===== config.mk =====
export PLATFORM = sky130hd
export DESIGN_NAME = axi_master_fsm
export DESIGN_NICKNAME = d
export VERILOG_FILES = /design/src/rtl/axi_bus_pkg.sv /design/src/rtl/axi_watchdog.sv /design/src/rtl/axi_master_fsm.sv
export SDC_FILE = /design/constraint.sdc
export NUM_CORES = 1
export LEC_CHECK = 0
export ABC_AREA = 1
export BUFFER_PORTS_ARGS = -buffer_cell sky130_fd_sc_hd__buf_4
export CAP_MARGIN = 20
export CORE_AREA = 3 3 78 154
export DETAILED_ROUTE_END_ITERATION = 10
export DIE_AREA = 0 0 81 157
export GPL_ROUTABILITY_DRIVEN = 0
export GPL_TIMING_DRIVEN = 0
export MAX_ROUTING_LAYER = met4
export PLACE_DENSITY = 0.84
export SETUP_SLACK_MARGIN = 0.02
export SYNTH_ARGS = -nofsm -noshare
export SYNTH_HDL_FRONTEND = slang
export SYNTH_SLANG_ARGS = --single-unit

===== constraint.sdc =====
create_clock -name M_ACLK -period 10.3 [get_ports M_ACLK]
set_input_delay 1.545 -clock M_ACLK [delete_from_list [all_inputs] [get_ports M_ACLK]]
set_output_delay 1.545 -clock M_ACLK [all_outputs]
set_load 0.05 [all_outputs]

===== src/rtl/axi_bus_pkg.sv =====
// Shared definitions for the AXI-lite style master/slave pair: state encoding,
// response codes, lane count and the byte-lane masking helper.
package axi_bus_pkg;

    typedef enum logic [2:0] {
        ST_IDLE    = 3'd0,
        ST_WR_REQ  = 3'd1,
        ST_WR_RESP = 3'd2,
        ST_RD_REQ  = 3'd3,
        ST_RD_DATA = 3'd4,
        ST_RSP     = 3'd5
    } axi_state_e;

    localparam logic [1:0] RESP_OKAY   = 2'b00;
    localparam logic [1:0] RESP_SLVERR = 2'b10;
    localparam int unsigned NUM_LANES  = 4;

    // Zero every byte lane whose enable bit is low.
    function automatic logic [31:0] lane_mask(input logic [31:0] data,
                                              input logic [NUM_LANES-1:0] lanes);
        logic [31:0] masked;
        masked = 32'd0;
        for (int i = 0; i < NUM_LANES; i++) begin
            masked[i*8 +: 8] = lanes[i] ? data[i*8 +: 8] : 8'd0;
        end
        return masked;
    endfunction

endpackage


===== src/rtl/axi_watchdog.sv =====
// Handshake watchdog: counts cycles while enabled, restarts on clear and
// flags expiry once the count reaches TIMEOUT_CYC-1. The count saturates.
module axi_watchdog #(
    parameter int TIMEOUT_CYC = 64
) (
    input  logic clk,
    input  logic rst,
    input  logic clear,
    input  logic enable,
    output logic expired
);

    localparam int CNT_W = $clog2(TIMEOUT_CYC);
    localparam logic [CNT_W-1:0] LAST = CNT_W'(TIMEOUT_CYC - 1);

    logic [CNT_W-1:0] cnt_q;
    logic [CNT_W-1:0] cnt_d;
    logic             expired_q;
    logic             expired_d;

    // Next count: clear wins, then saturating increment while enabled.
    always_comb begin
        if (clear) begin
            cnt_d = '0;
        end else if (enable && (cnt_q != LAST)) begin
            cnt_d = cnt_q + CNT_W'(1);
        end else begin
            cnt_d = cnt_q;
        end
        expired_d = (cnt_d == LAST);
    end

    // Counter and registered expiry flag.
    always_ff @(posedge clk or posedge rst) begin
        if (rst) begin
            cnt_q     <= '0;
            expired_q <= 1'b0;
        end else begin
            cnt_q     <= cnt_d;
            expired_q <= expired_d;
        end
    end

    assign expired = expired_q;

endmodule


===== src/rtl/axi_master_fsm.sv =====
// Single-outstanding AXI-lite style master. Turns one user command into an
// AW/W/B or AR/R exchange, returns data/status, and aborts stuck handshakes.
module axi_master_fsm
    import axi_bus_pkg::*;
#(
    parameter int ADDR_W      = 32,
    parameter int DATA_W      = 32,
    parameter int TIMEOUT_CYC = 64
) (
    input  logic              M_ACLK,
    input  logic              M_ARRESET,
    input  logic              cmd_valid,
    output logic              cmd_ready,
    input  logic              cmd_write,
    input  logic [ADDR_W-1:0] cmd_addr,
    input  logic [DATA_W-1:0] cmd_wdata,
    input  logic [3:0]        cmd_strb,
    output logic              rsp_valid,
    input  logic              rsp_ready,
    output logic [DATA_W-1:0] rsp_rdata,
    output logic              rsp_err,
    output logic              M_AWVALID,
    output logic [ADDR_W-1:0] M_AWADDR,
    input  logic              S_AWREADY,
    output logic              M_WVALID,
    output logic [DATA_W-1:0] M_WDATA,
    output logic [3:0]        M_WSTRB,
    input  logic              S_WREADY,
    input  logic              S_BVALID,
    input  logic [1:0]        S_BRESP,
    output logic              M_BREADY,
    output logic              M_ARVALID,
    output logic [ADDR_W-1:0] M_ARADDR,
    input  logic              S_ARREADY,
    input  logic              S_RVALID,
    input  logic [DATA_W-1:0] S_RDATA,
    output logic              M_RREADY,
    output logic [3:0]        M_BLEN
);

    axi_state_e        state_q,     state_d;
    logic              cmd_ready_q, cmd_ready_d;
    logic              aw_valid_q,  aw_valid_d;
    logic              w_valid_q,   w_valid_d;
    logic              b_ready_q,   b_ready_d;
    logic              ar_valid_q,  ar_valid_d;
    logic              r_ready_q,   r_ready_d;
    logic              aw_done_q,   aw_done_d;
    logic              w_done_q,    w_done_d;
    logic [ADDR_W-1:0] addr_q,      addr_d;
    logic [DATA_W-1:0] wdata_q,     wdata_d;
    logic [3:0]        strb_q,      strb_d;
    logic              rsp_valid_q, rsp_valid_d;
    logic [DATA_W-1:0] rsp_rdata_q, rsp_rdata_d;
    logic              rsp_err_q,   rsp_err_d;

    logic aw_hs_s;
    logic w_hs_s;
    logic abort_s;
    logic bus_state_s;
    logic wd_clear_s;
    logic wd_expired_s;

    assign aw_hs_s     = aw_valid_q & S_AWREADY;
    assign w_hs_s      = w_valid_q & S_WREADY;
    assign bus_state_s = (state_q == ST_WR_REQ)  || (state_q == ST_WR_RESP) ||
                         (state_q == ST_RD_REQ)  || (state_q == ST_RD_DATA);
    // Restart the count on every state change so each bus state gets a full budget.
    assign wd_clear_s  = (state_d != state_q) || !bus_state_s;

    axi_watchdog #(
        .TIMEOUT_CYC (TIMEOUT_CYC)
    ) u_watchdog (
        .clk     (M_ACLK),
        .rst     (M_ARRESET),
        .clear   (wd_clear_s),
        .enable  (bus_state_s),
        .expired (wd_expired_s)
    );

    // Next-state and next-output decode; a completed handshake beats a timeout.
    always_comb begin
        state_d     = state_q;
        aw_valid_d  = aw_valid_q;
        w_valid_d   = w_valid_q;
        b_ready_d   = b_ready_q;
        ar_valid_d  = ar_valid_q;
        r_ready_d   = r_ready_q;
        aw_done_d   = aw_done_q;
        w_done_d    = w_done_q;
        addr_d      = addr_q;
        wdata_d     = wdata_q;
        strb_d      = strb_q;
        rsp_valid_d = rsp_valid_q;
        rsp_rdata_d = rsp_rdata_q;
        rsp_err_d   = rsp_err_q;
        cmd_ready_d = 1'b0;
        abort_s     = 1'b0;

        case (state_q)
            ST_IDLE: begin
                if (cmd_valid && cmd_ready_q) begin
                    addr_d      = cmd_addr;
                    wdata_d     = cmd_wdata;
                    strb_d      = cmd_strb;
                    aw_done_d   = 1'b0;
                    w_done_d    = 1'b0;
                    rsp_err_d   = 1'b0;
                    rsp_rdata_d = '0;
                    if (cmd_write) begin
                        state_d    = ST_WR_REQ;
                        aw_valid_d = 1'b1;
                        w_valid_d  = 1'b1;
                    end else begin
                        state_d    = ST_RD_REQ;
                        ar_valid_d = 1'b1;
                    end
                end else begin
                    state_d = ST_IDLE;
                end
            end
            ST_WR_REQ: begin
                // AW and W complete independently; each VALID drops after its own handshake.
                aw_done_d  = aw_done_q | aw_hs_s;
                w_done_d   = w_done_q | w_hs_s;
                aw_valid_d = aw_valid_q & ~aw_hs_s;
                w_valid_d  = w_valid_q & ~w_hs_s;
                if (aw_done_d && w_done_d) begin
                    state_d   = ST_WR_RESP;
                    b_ready_d = 1'b1;
                end else begin
                    abort_s = wd_expired_s;
                end
            end
            ST_WR_RESP: begin
                if (S_BVALID && b_ready_q) begin
                    b_ready_d   = 1'b0;
                    rsp_err_d   = (S_BRESP != RESP_OKAY);
                    rsp_rdata_d = '0;
                    rsp_valid_d = 1'b1;
                    state_d     = ST_RSP;
                end else begin
                    abort_s = wd_expired_s;
                end
            end
            ST_RD_REQ: begin
                // Any RVALID seen here is ignored; data is only taken in RD_DATA.
                if (ar_valid_q && S_ARREADY) begin
                    ar_valid_d = 1'b0;
                    r_ready_d  = 1'b1;
                    state_d    = ST_RD_DATA;
                end else begin
                    abort_s = wd_expired_s;
                end
            end
            ST_RD_DATA: begin
                if (S_RVALID && r_ready_q) begin
                    r_ready_d   = 1'b0;
                    rsp_rdata_d = lane_mask(S_RDATA, strb_q);
                    rsp_err_d   = 1'b0;
                    rsp_valid_d = 1'b1;
                    state_d     = ST_RSP;
                end else begin
                    abort_s = wd_expired_s;
                end
            end
            ST_RSP: begin
                if (rsp_ready) begin
                    rsp_valid_d = 1'b0;
                    state_d     = ST_IDLE;
                end else begin
                    rsp_valid_d = 1'b1;
                    state_d     = ST_RSP;
                end
            end
            default: begin
                state_d     = ST_IDLE;
                aw_valid_d  = 1'b0;
                w_valid_d   = 1'b0;
                b_ready_d   = 1'b0;
                ar_valid_d  = 1'b0;
                r_ready_d   = 1'b0;
                rsp_valid_d = 1'b0;
            end
        endcase

        if (abort_s) begin
            aw_valid_d  = 1'b0;
            w_valid_d   = 1'b0;
            b_ready_d   = 1'b0;
            ar_valid_d  = 1'b0;
            r_ready_d   = 1'b0;
            rsp_err_d   = 1'b1;
            rsp_rdata_d = '0;
            rsp_valid_d = 1'b1;
            state_d     = ST_RSP;
            cmd_ready_d = 1'b0;
        end else begin
            cmd_ready_d = (state_d == ST_IDLE);
        end
    end

    // FSM state, captured command fields and all registered outputs.
    always_ff @(posedge M_ACLK or posedge M_ARRESET) begin
        if (M_ARRESET) begin
            state_q     <= ST_IDLE;
            cmd_ready_q <= 1'b0;
            aw_valid_q  <= 1'b0;
            w_valid_q   <= 1'b0;
            b_ready_q   <= 1'b0;
            ar_valid_q  <= 1'b0;
            r_ready_q   <= 1'b0;
            aw_done_q   <= 1'b0;
            w_done_q    <= 1'b0;
            addr_q      <= '0;
            wdata_q     <= '0;
            strb_q      <= 4'd0;
            rsp_valid_q <= 1'b0;
            rsp_rdata_q <= '0;
            rsp_err_q   <= 1'b0;
        end else begin
            state_q     <= state_d;
            cmd_ready_q <= cmd_ready_d;
            aw_valid_q  <= aw_valid_d;
            w_valid_q   <= w_valid_d;
            b_ready_q   <= b_ready_d;
            ar_valid_q  <= ar_valid_d;
            r_ready_q   <= r_ready_d;
            aw_done_q   <= aw_done_d;
            w_done_q    <= w_done_d;
            addr_q      <= addr_d;
            wdata_q     <= wdata_d;
            strb_q      <= strb_d;
            rsp_valid_q <= rsp_valid_d;
            rsp_rdata_q <= rsp_rdata_d;
            rsp_err_q   <= rsp_err_d;
        end
    end

    assign cmd_ready = cmd_ready_q;
    assign rsp_valid = rsp_valid_q;
    assign rsp_rdata = rsp_rdata_q;
    assign rsp_err   = rsp_err_q;
    assign M_AWVALID = aw_valid_q;
    assign M_AWADDR  = addr_q;
    assign M_WVALID  = w_valid_q;
    assign M_WDATA   = wdata_q;
    assign M_WSTRB   = strb_q;
    assign M_BREADY  = b_ready_q;
    assign M_ARVALID = ar_valid_q;
    assign M_ARADDR  = addr_q;
    assign M_RREADY  = r_ready_q;
    assign M_BLEN    = strb_q;

endmodule


==> impl_metrics.prom, run 1 <==
# TYPE chip_impl_metric gauge
chip_impl_metric{name="multi_input_area",unit="sq mm"} 0.00192
chip_impl_metric{name="timing.final.hold_violations",unit=""} 0
chip_impl_metric{name="viasPerCell",unit=""} 4.91
chip_impl_metric{name="final_util",unit="%"} 74.7
chip_impl_metric{name="global_route.usage.total",unit="%"} 27.1
chip_impl_metric{name="floorplan.rows",unit=""} 54
chip_impl_metric{name="drt_first_iter_violations",unit=""} 263
chip_impl_metric{name="synthesis.nets",unit=""} 773
chip_impl_metric{name="worstSkewPairLatency",unit="ps"} 400
chip_impl_metric{name="power.density",unit="mW/mm^2"} 385
chip_impl_metric{name="antenna_cells",unit=""} 0
chip_impl_metric{name="cts_sinks",unit=""} 120
chip_impl_metric{name="worstPathRequired",unit="ps"} 10640
chip_impl_metric{name="crit_path_max_incr_delay",unit="ps"} 450
chip_impl_metric{name="highest_attainable_clock_frequency",unit="GHz"} 0.351
chip_impl_info{name="tritoncts_clock_tree",value="built"} 1
chip_impl_info{name="worst_path_cell_trace",value="buf_4, nand2_1, inv_1, nand3_1, inv_1, clkbuf_1, clkbuf_1, nand2_1, nand2_1"} 1
chip_impl_metric{name="synth_cells",unit=""} 657
chip_impl_metric{name="setup_viol",unit=""} 0
chip_impl_metric{name="cts.clk_slew.worst_paths",unit="ps"} 60
chip_impl_metric{name="critical_path.max_fanout",unit=""} 10
chip_impl_metric{name="drcViolationCount",unit=""} 0
chip_impl_info{name="synth.largest_area_cell",value="sky130_fd_sc_hd__dfrtp_1"} 1
chip_impl_metric{name="ys_seq_area_share",unit="%"} 55.3
chip_impl_metric{name="maximum_number_of_pins_on_one_net_before_global_route_repair",unit=""} 102
chip_impl_metric{name="post_route_cells_drive_above_1_share",unit="%"} 36.7
chip_impl_metric{name="boundaryPins",unit=""} 256
chip_impl_metric{name="min_period_over_period",unit="%"} 27.7
chip_impl_info{name="status",value="finished, final reports clean"} 1
chip_impl_metric{name="maxSlewHeadroom",unit="%"} 62.2
chip_impl_metric{name="first_global_vias",unit=""} 5333
chip_impl_info{name="synth.top_cells.by_area",value="sky130_fd_sc_hd__dfrtp_1 (55%), sky130_fd_sc_hd__nand2_1 (21%), sky130_fd_sc_hd__buf_4 (5.7%), sky130_fd_sc_hd__o21ai_0 (3.1%), sky130_fd_sc_hd__inv_1 (1.9%)"} 1
chip_impl_metric{name="die_boundary_height",unit="um"} 157
chip_impl_metric{name="die_x",unit="um"} 81
chip_impl_metric{name="post_synthesis_async_set_or_reset_flop_share",unit="%"} 100
chip_impl_metric{name="layout_min_cycle_time",unit="ps"} 2850
chip_impl_metric{name="ant_nets",unit=""} 0
chip_impl_metric{name="timing.reg2reg.setup_slack",unit="ps"} 7970
chip_impl_metric{name="nNetsFinal",unit=""} 1048
chip_impl_info{name="clk_root_buffer_cell",value="sky130_fd_sc_hd__clkbuf_16"} 1
chip_impl_metric{name="post_cts_buffers",unit=""} 0
chip_impl_metric{name="port_buffers",unit=""} 255
chip_impl_metric{name="timing.critical_path.arrival",unit="ps"} 3190
chip_impl_metric{name="synthDistinctLibCells",unit=""} 29
chip_impl_metric{name="timing_worst_slew_pin_value",unit="ps"} 567
chip_impl_info{name="synth_most_common_cell",value="sky130_fd_sc_hd__nand2_1"} 1
chip_impl_metric{name="yosys.area.top_type_share",unit="%"} 55.3
chip_impl_info{name="worstSetupPathType",value="in2reg"} 1
chip_impl_metric{name="number_of_enable_type_register_cells_in_the_synthesized_netlist",unit=""} 0
chip_impl_metric{name="slew_violations",unit=""} 0
chip_impl_metric{name="syn_avg_cell_area",unit="sq um"} 8.27
chip_impl_metric{name="clock_skew",unit="ps"} 11.0
chip_impl_info{name="cpMostUsedCell",value="sky130_fd_sc_hd__nand2_1"} 1
chip_impl_metric{name="drt-pass1-iter-count",unit=""} 5
chip_impl_metric{name="die_area",unit="sq mm"} 0.0127
chip_impl_metric{name="synthToLayoutAreaGrowth",unit="%"} 50.5
chip_impl_metric{name="clock_path_buffers",unit=""} 2
chip_impl_metric{name="postCtsHoldBufs",unit=""} 0
chip_impl_metric{name="detail_route.wirelength",unit="um"} 16700
chip_impl_metric{name="globalRoute.totalOverflow",unit=""} 0
chip_impl_metric{name="total_negative_setup_slack",unit="ps"} 0
chip_impl_metric{name="drt-wirelength-per-cell",unit="um"} 15.4
chip_impl_metric{name="dpl.cell_count",unit=""} 1053
chip_impl_metric{name="initial_utilization",unit="%"} 49.6
chip_impl_metric{name="register_area",unit="sq mm"} 0.00300
chip_impl_metric{name="post_cts.resized_instances",unit=""} 0
chip_impl_metric{name="leakage",unit="nW"} 4.48
chip_impl_metric{name="final-instance-count-excl-fill",unit=""} 1085
chip_impl_metric{name="grt_antenna_before_repair",unit=""} 0
chip_impl_metric{name="cts_buffers",unit=""} 17
chip_impl_metric{name="synthesis.yosys.warnings",unit=""} 0
chip_impl_metric{name="grt_first_pass_wirelength",unit="um"} 25600
chip_impl_metric{name="core",unit="sq mm"} 0.0109
chip_impl_metric{name="vias_post_dr",unit=""} 5324
chip_impl_info{name="slowest_stage",value="sky130_fd_sc_hd__clkbuf_1"} 1
chip_impl_metric{name="final.fill_count",unit=""} 834
chip_impl_info{name="end_kind",value="flop"} 1
chip_impl_info{name="hold_class",value="reg2reg"} 1
chip_impl_metric{name="netlist_area",unit="sq mm"} 0.00543
chip_impl_info{name="most_used_flip_flop_cell_after_synthesis",value="sky130_fd_sc_hd__dfrtp_1"} 1
chip_impl_info{name="setup_repair_after_global_routing_missed_its_margin",value="false"} 1
chip_impl_metric{name="max_cap_violations",unit=""} 0
chip_impl_metric{name="dp_hpwl",unit="um"} 12600
chip_impl_metric{name="max-vdd-ir-drop",unit="mV"} 0.309
chip_impl_metric{name="postSynthRegisterBits",unit=""} 120
chip_impl_info{name="top_cells_by_instance_count_after_synthesis",value="sky130_fd_sc_hd__nand2_1 (310), sky130_fd_sc_hd__dfrtp_1 (120), sky130_fd_sc_hd__buf_4 (41)"} 1
chip_impl_metric{name="ctsHtreeMaxLevel",unit=""} 4
chip_impl_info{name="critical_path.startpoint_type",value="input pin"} 1
[worst paths after layout]
path,start,endpoint,cells past startpoint
min in group asynchronous,M_ARRESET,M_ARADDR[17],2
worst min-delay path,M_WDATA[2],M_WDATA[2],2
worst max register to register,state_q[0],M_ARADDR[0],8
worst min register to register,M_WDATA[2],M_WDATA[2],2
worst max-delay path,cmd_valid,M_ARADDR[0],9
max in group asynchronous,M_ARRESET,rsp_rdata[26],3
[layout by cell type, fill, tap and decap left out, drive strengths merged]
master,instances
a211oi,1
a21oi,4
a41oi,1
and3,1
buf,301
bufinv,4
clkbuf,36
clkinv,2
clkinvlp,6
dfrtp,120
ha,4
inv,31
nand2,312
nand3,22
nand4,5
nor2,30
nor3,3
nor4,2
o2111ai,2
o211ai,2
o21ai,51
o31ai,1
xor2,4
[worst max-delay path: cells and delay by family]
family	cells	cell delay, ps
buffers and inverters	5	1190
AND/OR/NAND/NOR	4	460
[flip-flops by register name (all words and copies together), names as in the netlist]
register,flops
M_AWVALID,1
M_WVALID,1
M_ARVALID,1
u_watchdog.expired,1
state_q,3
M_ARADDR,32
aw_done_q,1
w_done_q,1
M_BLEN,4
rsp_rdata,32
rsp_valid,1
u_watchdog.cnt_q,6
M_BREADY,1
M_WDATA,32
M_RREADY,1
cmd_ready,1
rsp_err,1
[layer usage]
metal,wire length (um),up-vias,track usage [%]
li1,-,2575,-
met1,5840,2477,27.9
met5,0,-,-
met2,9110,233,47.5
met3,1180,39,6.82
met4,546,0,11.8
[through the flow]
step                      worst slack, ps  hold WS (ps)  cell area, sq um  power [mW]
final                                7450           476              8170        3.15
after floorplan                      5570           504              5430        1.99
after CTS                            7420           482              8170        3.16
after global placement               4220           462              7520        2.50
after detailed placement             7050           466              7550        2.54
after global routing                 7230           498              8170        3.31
[logic make-up (layout without fill, tap and decap cells)]
kind of cell / Yosys count / count (layout) / share of synthesized area, %
DFF: 120 / 120 / 55.3
AOI/OAI and AO/OA: 62 / 62 / 6.11
buffers and inverters: 92 / 380 / 9.38
xor gates and xnor gates: 4 / 4 / 0.645
adders and majority gates: 4 / 4 / 0.922
and+or+nand+nor: 375 / 375 / 27.6
[report_power, final]
group / total (mW) / switching [mW] / leakage, nW / internal (mW)
sequential: 0.754 / 0.123 / 1.57 / 0.631
clock: 0.616 / 0.206 / 0.284 / 0.410
combinational: 1.78 / 1.25 / 2.63 / 0.533
total: 3.15 / 1.58 / 4.48 / 1.57
[area by class of cell]
| cell class | instances | share of cell area (%) |
|---|---|---|
| buffer | 61 | 4.81 |
| clock buffer | 20 | 5.46 |
| clock inverter | 12 | 2.14 |
| inverter | 31 | 1.48 |
| multi-input combinational | 445 | 23.5 |
| sequential | 120 | 36.7 |
| tap | 140 | 2.14 |
| timing repair buffer | 256 | 23.8 |
(Power assumes the default switching activity.)
==> run 2, diff against run 1 <==
ABC_AREA = 0   (was 1)
CORE_AREA = 3 3 80 158   (was 3 3 78 154)
DIE_AREA = 0 0 83 161   (was 0 0 81 157)
PLACE_DENSITY = 0.8   (was 0.84)
clock period = 2.9 ns   (was 10.3 ns; I/O delays follow)
==> impl_metrics.prom, run 2 <==
# TYPE chip_impl_metric gauge
chip_impl_metric{name="post_cts_buffers",unit=""} 0
chip_impl_metric{name="postSynthRegisterBits",unit=""} 120
chip_impl_metric{name="synthDistinctLibCells",unit=""} 60
chip_impl_metric{name="global_route.usage.total",unit="%"} 24.0
chip_impl_metric{name="detail_route.wirelength",unit="um"} 15800
chip_impl_metric{name="grt_antenna_before_repair",unit=""} 0
chip_impl_metric{name="timing.critical_path.arrival",unit="ps"} 2860
chip_impl_metric{name="synthesis.yosys.warnings",unit=""} 0
chip_impl_metric{name="boundaryPins",unit=""} 256
chip_impl_metric{name="worstPathRequired",unit="ps"} 3210
chip_impl_metric{name="maxSlewHeadroom",unit="%"} 37.0
chip_impl_metric{name="cts_sinks",unit=""} 120
chip_impl_metric{name="clock_skew",unit="ps"} 9.23
chip_impl_metric{name="antenna_cells",unit=""} 0
chip_impl_info{name="status",value="finished, final reports clean"} 1
chip_impl_metric{name="cts.clk_slew.worst_paths",unit="ps"} 50
chip_impl_info{name="layout_commonest_cell",value="sky130_fd_sc_hd__buf_4"} 1
chip_impl_metric{name="globalRoute.totalOverflow",unit=""} 0
chip_impl_metric{name="ctsHtreeMaxLevel",unit=""} 4
chip_impl_metric{name="first_global_vias",unit=""} 4743
chip_impl_info{name="end_kind",value="flop"} 1
chip_impl_metric{name="die_x",unit="um"} 83
chip_impl_info{name="worst_setup_path_startpoint",value="state_q[2]"} 1
chip_impl_metric{name="viasPerCell",unit=""} 5.31
chip_impl_info{name="clk_root_buffer_cell",value="sky130_fd_sc_hd__clkbuf_16"} 1
chip_impl_metric{name="clock_path_buffers",unit=""} 2
chip_impl_metric{name="synthesis.nets",unit=""} 533
chip_impl_metric{name="die_area",unit="sq mm"} 0.0134
chip_impl_metric{name="highest_attainable_clock_frequency",unit="GHz"} 0.391
chip_impl_metric{name="maximum_number_of_pins_on_one_net_before_global_route_repair",unit=""} 45
chip_impl_metric{name="die_boundary_height",unit="um"} 161
chip_impl_metric{name="port_buffers",unit=""} 255
chip_impl_metric{name="whs",unit="ps"} 84.6
chip_impl_info{name="synth.top_cells.by_area",value="sky130_fd_sc_hd__dfrtp_1 (56%), sky130_fd_sc_hd__mux2_2 (14%), sky130_fd_sc_hd__buf_4 (5.7%), sky130_fd_sc_hd__a22o_1 (5.2%), sky130_fd_sc_hd__o21ai_0 (1.1%)"} 1
chip_impl_info{name="final_cell_mix",value="sky130_fd_sc_hd__buf_4 (296), sky130_fd_sc_hd__dfrtp_1 (120), sky130_fd_sc_hd__mux2_2 (68)"} 1
chip_impl_info{name="most_used_flip_flop_cell_after_synthesis",value="sky130_fd_sc_hd__dfrtp_1"} 1
chip_impl_info{name="tritoncts_clock_tree",value="built"} 1
chip_impl_metric{name="drt-pass1-iter-count",unit=""} 6
chip_impl_metric{name="layout_min_cycle_time",unit="ps"} 2560
chip_impl_info{name="critical_path.startpoint_type",value="flop"} 1
chip_impl_info{name="synth.largest_area_cell",value="sky130_fd_sc_hd__dfrtp_1"} 1
chip_impl_metric{name="yosys.area.top_type_share",unit="%"} 55.6
chip_impl_info{name="worstSetupPathType",value="reg2reg"} 1
chip_impl_metric{name="floorplan.rows",unit=""} 56
chip_impl_metric{name="total_negative_setup_slack",unit="ps"} 0
chip_impl_metric{name="core",unit="sq mm"} 0.0116
chip_impl_metric{name="timing.final.hold_violations",unit=""} 0
chip_impl_info{name="synth_most_common_cell",value="sky130_fd_sc_hd__dfrtp_1"} 1
chip_impl_metric{name="min_period_over_period",unit="%"} 88.1
chip_impl_metric{name="critical_path.max_fanout",unit=""} 10
chip_impl_metric{name="netlist_area",unit="sq mm"} 0.00540
chip_impl_metric{name="timing_worst_slew_pin_value",unit="ps"} 937
chip_impl_info{name="hold_class",value="in2async"} 1
chip_impl_metric{name="cts_buffers",unit=""} 17
chip_impl_metric{name="grt_first_pass_wirelength",unit="um"} 24700
chip_impl_metric{name="synth_cells",unit=""} 417
chip_impl_metric{name="postCtsHoldBufs",unit=""} 0
chip_impl_metric{name="syn_avg_cell_area",unit="sq um"} 13.0
chip_impl_metric{name="setup_viol",unit=""} 0
chip_impl_metric{name="slew_violations",unit=""} 0
chip_impl_metric{name="drt_first_iter_violations",unit=""} 160
chip_impl_metric{name="drt-wirelength-per-cell",unit="um"} 18.5
chip_impl_metric{name="synthToLayoutAreaGrowth",unit="%"} 50.5
chip_impl_info{name="rr_startpoint",value="state_q[2]"} 1
chip_impl_metric{name="post_synthesis_async_set_or_reset_flop_share",unit="%"} 100
chip_impl_metric{name="nNetsFinal",unit=""} 810
chip_impl_metric{name="drcViolationCount",unit=""} 0
chip_impl_metric{name="final_util",unit="%"} 69.9
chip_impl_metric{name="vias_post_dr",unit=""} 4517
chip_impl_info{name="top_cells_by_instance_count_after_synthesis",value="sky130_fd_sc_hd__dfrtp_1 (120), sky130_fd_sc_hd__mux2_2 (68), sky130_fd_sc_hd__buf_4 (41)"} 1
chip_impl_metric{name="initial_utilization",unit="%"} 46.4
chip_impl_metric{name="number_of_enable_type_register_cells_in_the_synthesized_netlist",unit=""} 0
chip_impl_info{name="setup_repair_after_global_routing_missed_its_margin",value="false"} 1
chip_impl_metric{name="post_cts.resized_instances",unit=""} 0
chip_impl_metric{name="dp_hpwl",unit="um"} 12400
chip_impl_metric{name="max_cap_violations",unit=""} 0
chip_impl_metric{name="worstSkewPairLatency",unit="ps"} 400
chip_impl_metric{name="ant_nets",unit=""} 0
chip_impl_metric{name="ys_seq_area_share",unit="%"} 55.6
chip_impl_metric{name="post_route_cells_drive_above_1_share",unit="%"} 59.2
## run 2: changes by cell type after synthesis, sizes merged, moves of 5 or more
cell and delta:
a211oi +6, a21oi +6, nor2 -16, mux2 +68, inv -22, nand2 -301
clkbuf -12, and2 +5, a22o +33, buf +11, o21ai -38, nand3 -14
## run 2: metrics by stage
step | area (sq um) | setup WS (ps) | instances
global route | 8130 | 236 | 851
floorplan | 5400 | 756 | 417
detailed placement | 7570 | 485 | 820
finish | 8130 | 344 | 851
CTS | 8130 | 451 | 851
global placement | 7500 | 262 | 817
## run 2: final timing paths
kind	end	slack, ps	depth (start not counted)
max	u_watchdog.cnt_q[4]	340	7
min	M_ARADDR[21]	80	2
max reg2reg	u_watchdog.cnt_q[4]	340	7
min reg2reg	aw_done_q	500	2
max in group asynchronous	M_ARADDR[31]	2080	4
min in group M_ACLK	rsp_rdata[4]	250	2
## run 2: worst max-delay path, cell delays in order, from the launching register on
cell and delay, ps:
sky130_fd_sc_hd__dfrtp_1 410, sky130_fd_sc_hd__buf_4 190, sky130_fd_sc_hd__clkbuf_1 230, sky130_fd_sc_hd__nand3b_1 150
sky130_fd_sc_hd__a21oi_1 80, sky130_fd_sc_hd__nor4_1 790, sky130_fd_sc_hd__o2111ai_2 320, sky130_fd_sc_hd__a211oi_1 300
## run 2: cells by family after synthesis
logic type      synth area share, %
flops                          55.6
compound gates                 14.6
buf+inv                        8.11
mux                            14.4
simple gates                   5.70
xor+xnor                      0.649
fa+ha+maj                     0.927
## run 2: metal layers
layer	wire length, um	global-route usage, %	part of all wire (%)
met5	0	-	0
met2	8710	41.3	55
met1	5560	25.9	35
met3	906	5.31	5.7
met4	576	11.9	3.7
## run 2: final cells by class
| type | count | area, sq um |
|---|---|---|
| fill | 835 | 3500 |
| sequential | 120 | 3000 |
| timing repair buffer | 258 | 1980 |
| multi-input combinational | 228 | 1960 |
| clock buffer | 18 | 429 |
| buffer | 60 | 404 |
| tap | 145 | 181 |
| clock inverter | 13 | 133 |
| inverter | 9 | 37.5 |
Power of run 2 is not shown: default switching activity piles up to over one toggle a cycle in this logic, so the estimate is an artifact.
==> run 3, diff against run 2 <==
CORE_AREA = 3 3 95 187   (was 3 3 80 158)
CTS_CLUSTER_SIZE = 40   (was not set)
DIE_AREA = 0 0 98 190   (was 0 0 83 161)
PLACE_DENSITY = not set   (was 0.8)
==> impl_metrics.prom, run 3 (synthesis results as in run 2) <==
# TYPE chip_impl_metric gauge
chip_impl_metric{name="max_cap_violations",unit=""} 0
chip_impl_metric{name="critical_path.max_fanout",unit=""} 10
chip_impl_metric{name="cts_sinks",unit=""} 120
chip_impl_metric{name="first_global_vias",unit=""} 4596
chip_impl_info{name="tritoncts_clock_tree",value="built"} 1
chip_impl_metric{name="timing.final.hold_violations",unit=""} 0
chip_impl_metric{name="ctsHtreeMaxLevel",unit=""} 4
chip_impl_info{name="setup_repair_after_global_routing_missed_its_margin",value="false"} 1
chip_impl_metric{name="vias_post_dr",unit=""} 4416
chip_impl_metric{name="dp_hpwl",unit="um"} 13300
chip_impl_metric{name="drt-pass1-iter-count",unit=""} 4
chip_impl_metric{name="detail_route.wirelength",unit="um"} 16800
chip_impl_metric{name="clock_path_buffers",unit=""} 2
chip_impl_metric{name="die_area",unit="sq mm"} 0.0186
chip_impl_metric{name="floorplan.rows",unit=""} 66
chip_impl_metric{name="grt_first_pass_wirelength",unit="um"} 25300
chip_impl_metric{name="slew_violations",unit=""} 0
chip_impl_info{name="hold_class",value="in2async"} 1
chip_impl_metric{name="total_negative_setup_slack",unit="ps"} 0
chip_impl_info{name="layout_commonest_cell",value="sky130_fd_sc_hd__buf_4"} 1
chip_impl_metric{name="drt_first_iter_violations",unit=""} 123
chip_impl_metric{name="ant_nets",unit=""} 0
chip_impl_info{name="end_kind",value="flop"} 1
chip_impl_info{name="clk_root_buffer_cell",value="sky130_fd_sc_hd__clkbuf_16"} 1
chip_impl_metric{name="setup_viol",unit=""} 0
chip_impl_metric{name="boundaryPins",unit=""} 256
chip_impl_info{name="worstSetupPathType",value="reg2reg"} 1
chip_impl_metric{name="viasPerCell",unit=""} 4.85
chip_impl_info{name="critical_path.startpoint_type",value="flop"} 1
chip_impl_metric{name="post_cts.resized_instances",unit=""} 0
chip_impl_metric{name="synthToLayoutAreaGrowth",unit="%"} 52.2
chip_impl_info{name="status",value="finished, final reports clean"} 1
chip_impl_metric{name="worstSkewPairLatency",unit="ps"} 410
chip_impl_metric{name="clock_skew",unit="ps"} 13.4
chip_impl_metric{name="postCtsHoldBufs",unit=""} 0
chip_impl_metric{name="global_route.usage.total",unit="%"} 18.0
chip_impl_metric{name="dpl.cell_count",unit=""} 879
chip_impl_metric{name="maximum_number_of_pins_on_one_net_before_global_route_repair",unit=""} 37
chip_impl_metric{name="core",unit="sq mm"} 0.0164
chip_impl_metric{name="timing_worst_slew_pin_value",unit="ps"} 815
chip_impl_metric{name="drcViolationCount",unit=""} 0
chip_impl_metric{name="nNetsFinal",unit=""} 810
chip_impl_metric{name="cts.clk_slew.worst_paths",unit="ps"} 60
chip_impl_metric{name="initial_utilization",unit="%"} 32.9
chip_impl_metric{name="post_cts_buffers",unit=""} 0
chip_impl_metric{name="port_buffers",unit=""} 255
chip_impl_metric{name="grt_antenna_before_repair",unit=""} 0
chip_impl_metric{name="cts_buffers",unit=""} 17
chip_impl_metric{name="min_period_over_period",unit="%"} 84.5
chip_impl_metric{name="maxSlewHeadroom",unit="%"} 45.2
chip_impl_metric{name="worstPathRequired",unit="ps"} 3220
chip_impl_metric{name="layout_min_cycle_time",unit="ps"} 2450
chip_impl_metric{name="globalRoute.totalOverflow",unit=""} 0
chip_impl_metric{name="highest_attainable_clock_frequency",unit="GHz"} 0.408
chip_impl_metric{name="antenna_cells",unit=""} 0
chip_impl_info{name="final_cell_mix",value="sky130_fd_sc_hd__buf_4 (296), sky130_fd_sc_hd__dfrtp_1 (120), sky130_fd_sc_hd__mux2_2 (68)"} 1
chip_impl_metric{name="post_route_cells_drive_above_1_share",unit="%"} 59.3
chip_impl_metric{name="die_x",unit="um"} 98
chip_impl_metric{name="final-instance-count-excl-fill",unit=""} 911
chip_impl_metric{name="timing.critical_path.arrival",unit="ps"} 2770
chip_impl_metric{name="die_boundary_height",unit="um"} 190
chip_impl_metric{name="drt-wirelength-per-cell",unit="um"} 18.4
[run 3: changes by cell type in the layout (fill, tap and decap cells not counted)]
cell | previous run | this run
sky130_fd_sc_hd__buf_12 | 2 | 3
sky130_fd_sc_hd__buf_16 | 1 | 0
sky130_fd_sc_hd__clkbuf_8 | 0 | 1
sky130_fd_sc_hd__clkinv_2 | 5 | 2
sky130_fd_sc_hd__clkinv_4 | 2 | 3
sky130_fd_sc_hd__clkinvlp_4 | 5 | 4
sky130_fd_sc_hd__inv_6 | 0 | 3
[run 3: layout make-up]
class	count	area, sq um
buffer	60	404
clock buffer	19	443
clock inverter	13	145
fill	1488	8210
inverter	9	37.5
multi-input combinational	228	1960
sequential	120	3000
tap	204	255
timing repair buffer	258	1970
[run 3: layer usage]
metal | vias to the layer above | routed length (um) | track usage (%)
met4 | 0 | 414 | 7.95
met1 | 2152 | 5870 | 18.2
li1 | 2036 | - | -
met2 | 197 | 9580 | 32.7
met3 | 31 | 913 | 3.96
met5 | - | 0 | -
[run 3: critical path, stage by stage (launching register included)]
cell	delay (ps)
sky130_fd_sc_hd__dfrtp_1	410
sky130_fd_sc_hd__buf_4	180
sky130_fd_sc_hd__clkbuf_1	230
sky130_fd_sc_hd__nand3b_1	150
sky130_fd_sc_hd__a21oi_1	70
sky130_fd_sc_hd__nor4_1	690
sky130_fd_sc_hd__o2111ai_2	320
sky130_fd_sc_hd__a211oi_1	300
[run 3: metrics by stage]
step / utilization (%) / hold slack, ps / instance area (sq um) / setup slack (ps)
2_1_floorplan: - / 463 / 5400 / 756
3_3_place_gp: 46.1 / 477 / 7570 / 172
3_5_place_dp: 46.5 / 491 / 7630 / 382
4_1_cts: 50.0 / 37.8 / 8220 / 400
5_1_grt: 50.0 / 66.6 / 8220 / 262
6_report: 50.0 / 49.9 / 8220 / 449
[run 3: path summary, 6_finish.rpt]
kind                       startpoint             endpoint  slack (ps)  depth (start not counted)
setup reg to reg           state_q[2]  u_watchdog.cnt_q[2]         450                          7
hold reg to reg              w_done_q             w_done_q         500                          2
min in group M_ACLK        S_RDATA[0]         rsp_rdata[0]         240                          2
max in group asynchronous   M_ARRESET          M_ARADDR[4]        2070                          4
setup / recovery           state_q[2]  u_watchdog.cnt_q[2]         450                          7
hold / removal              M_ARRESET          M_WDATA[21]          50                          2
Power of run 3 is left out for the same reason.
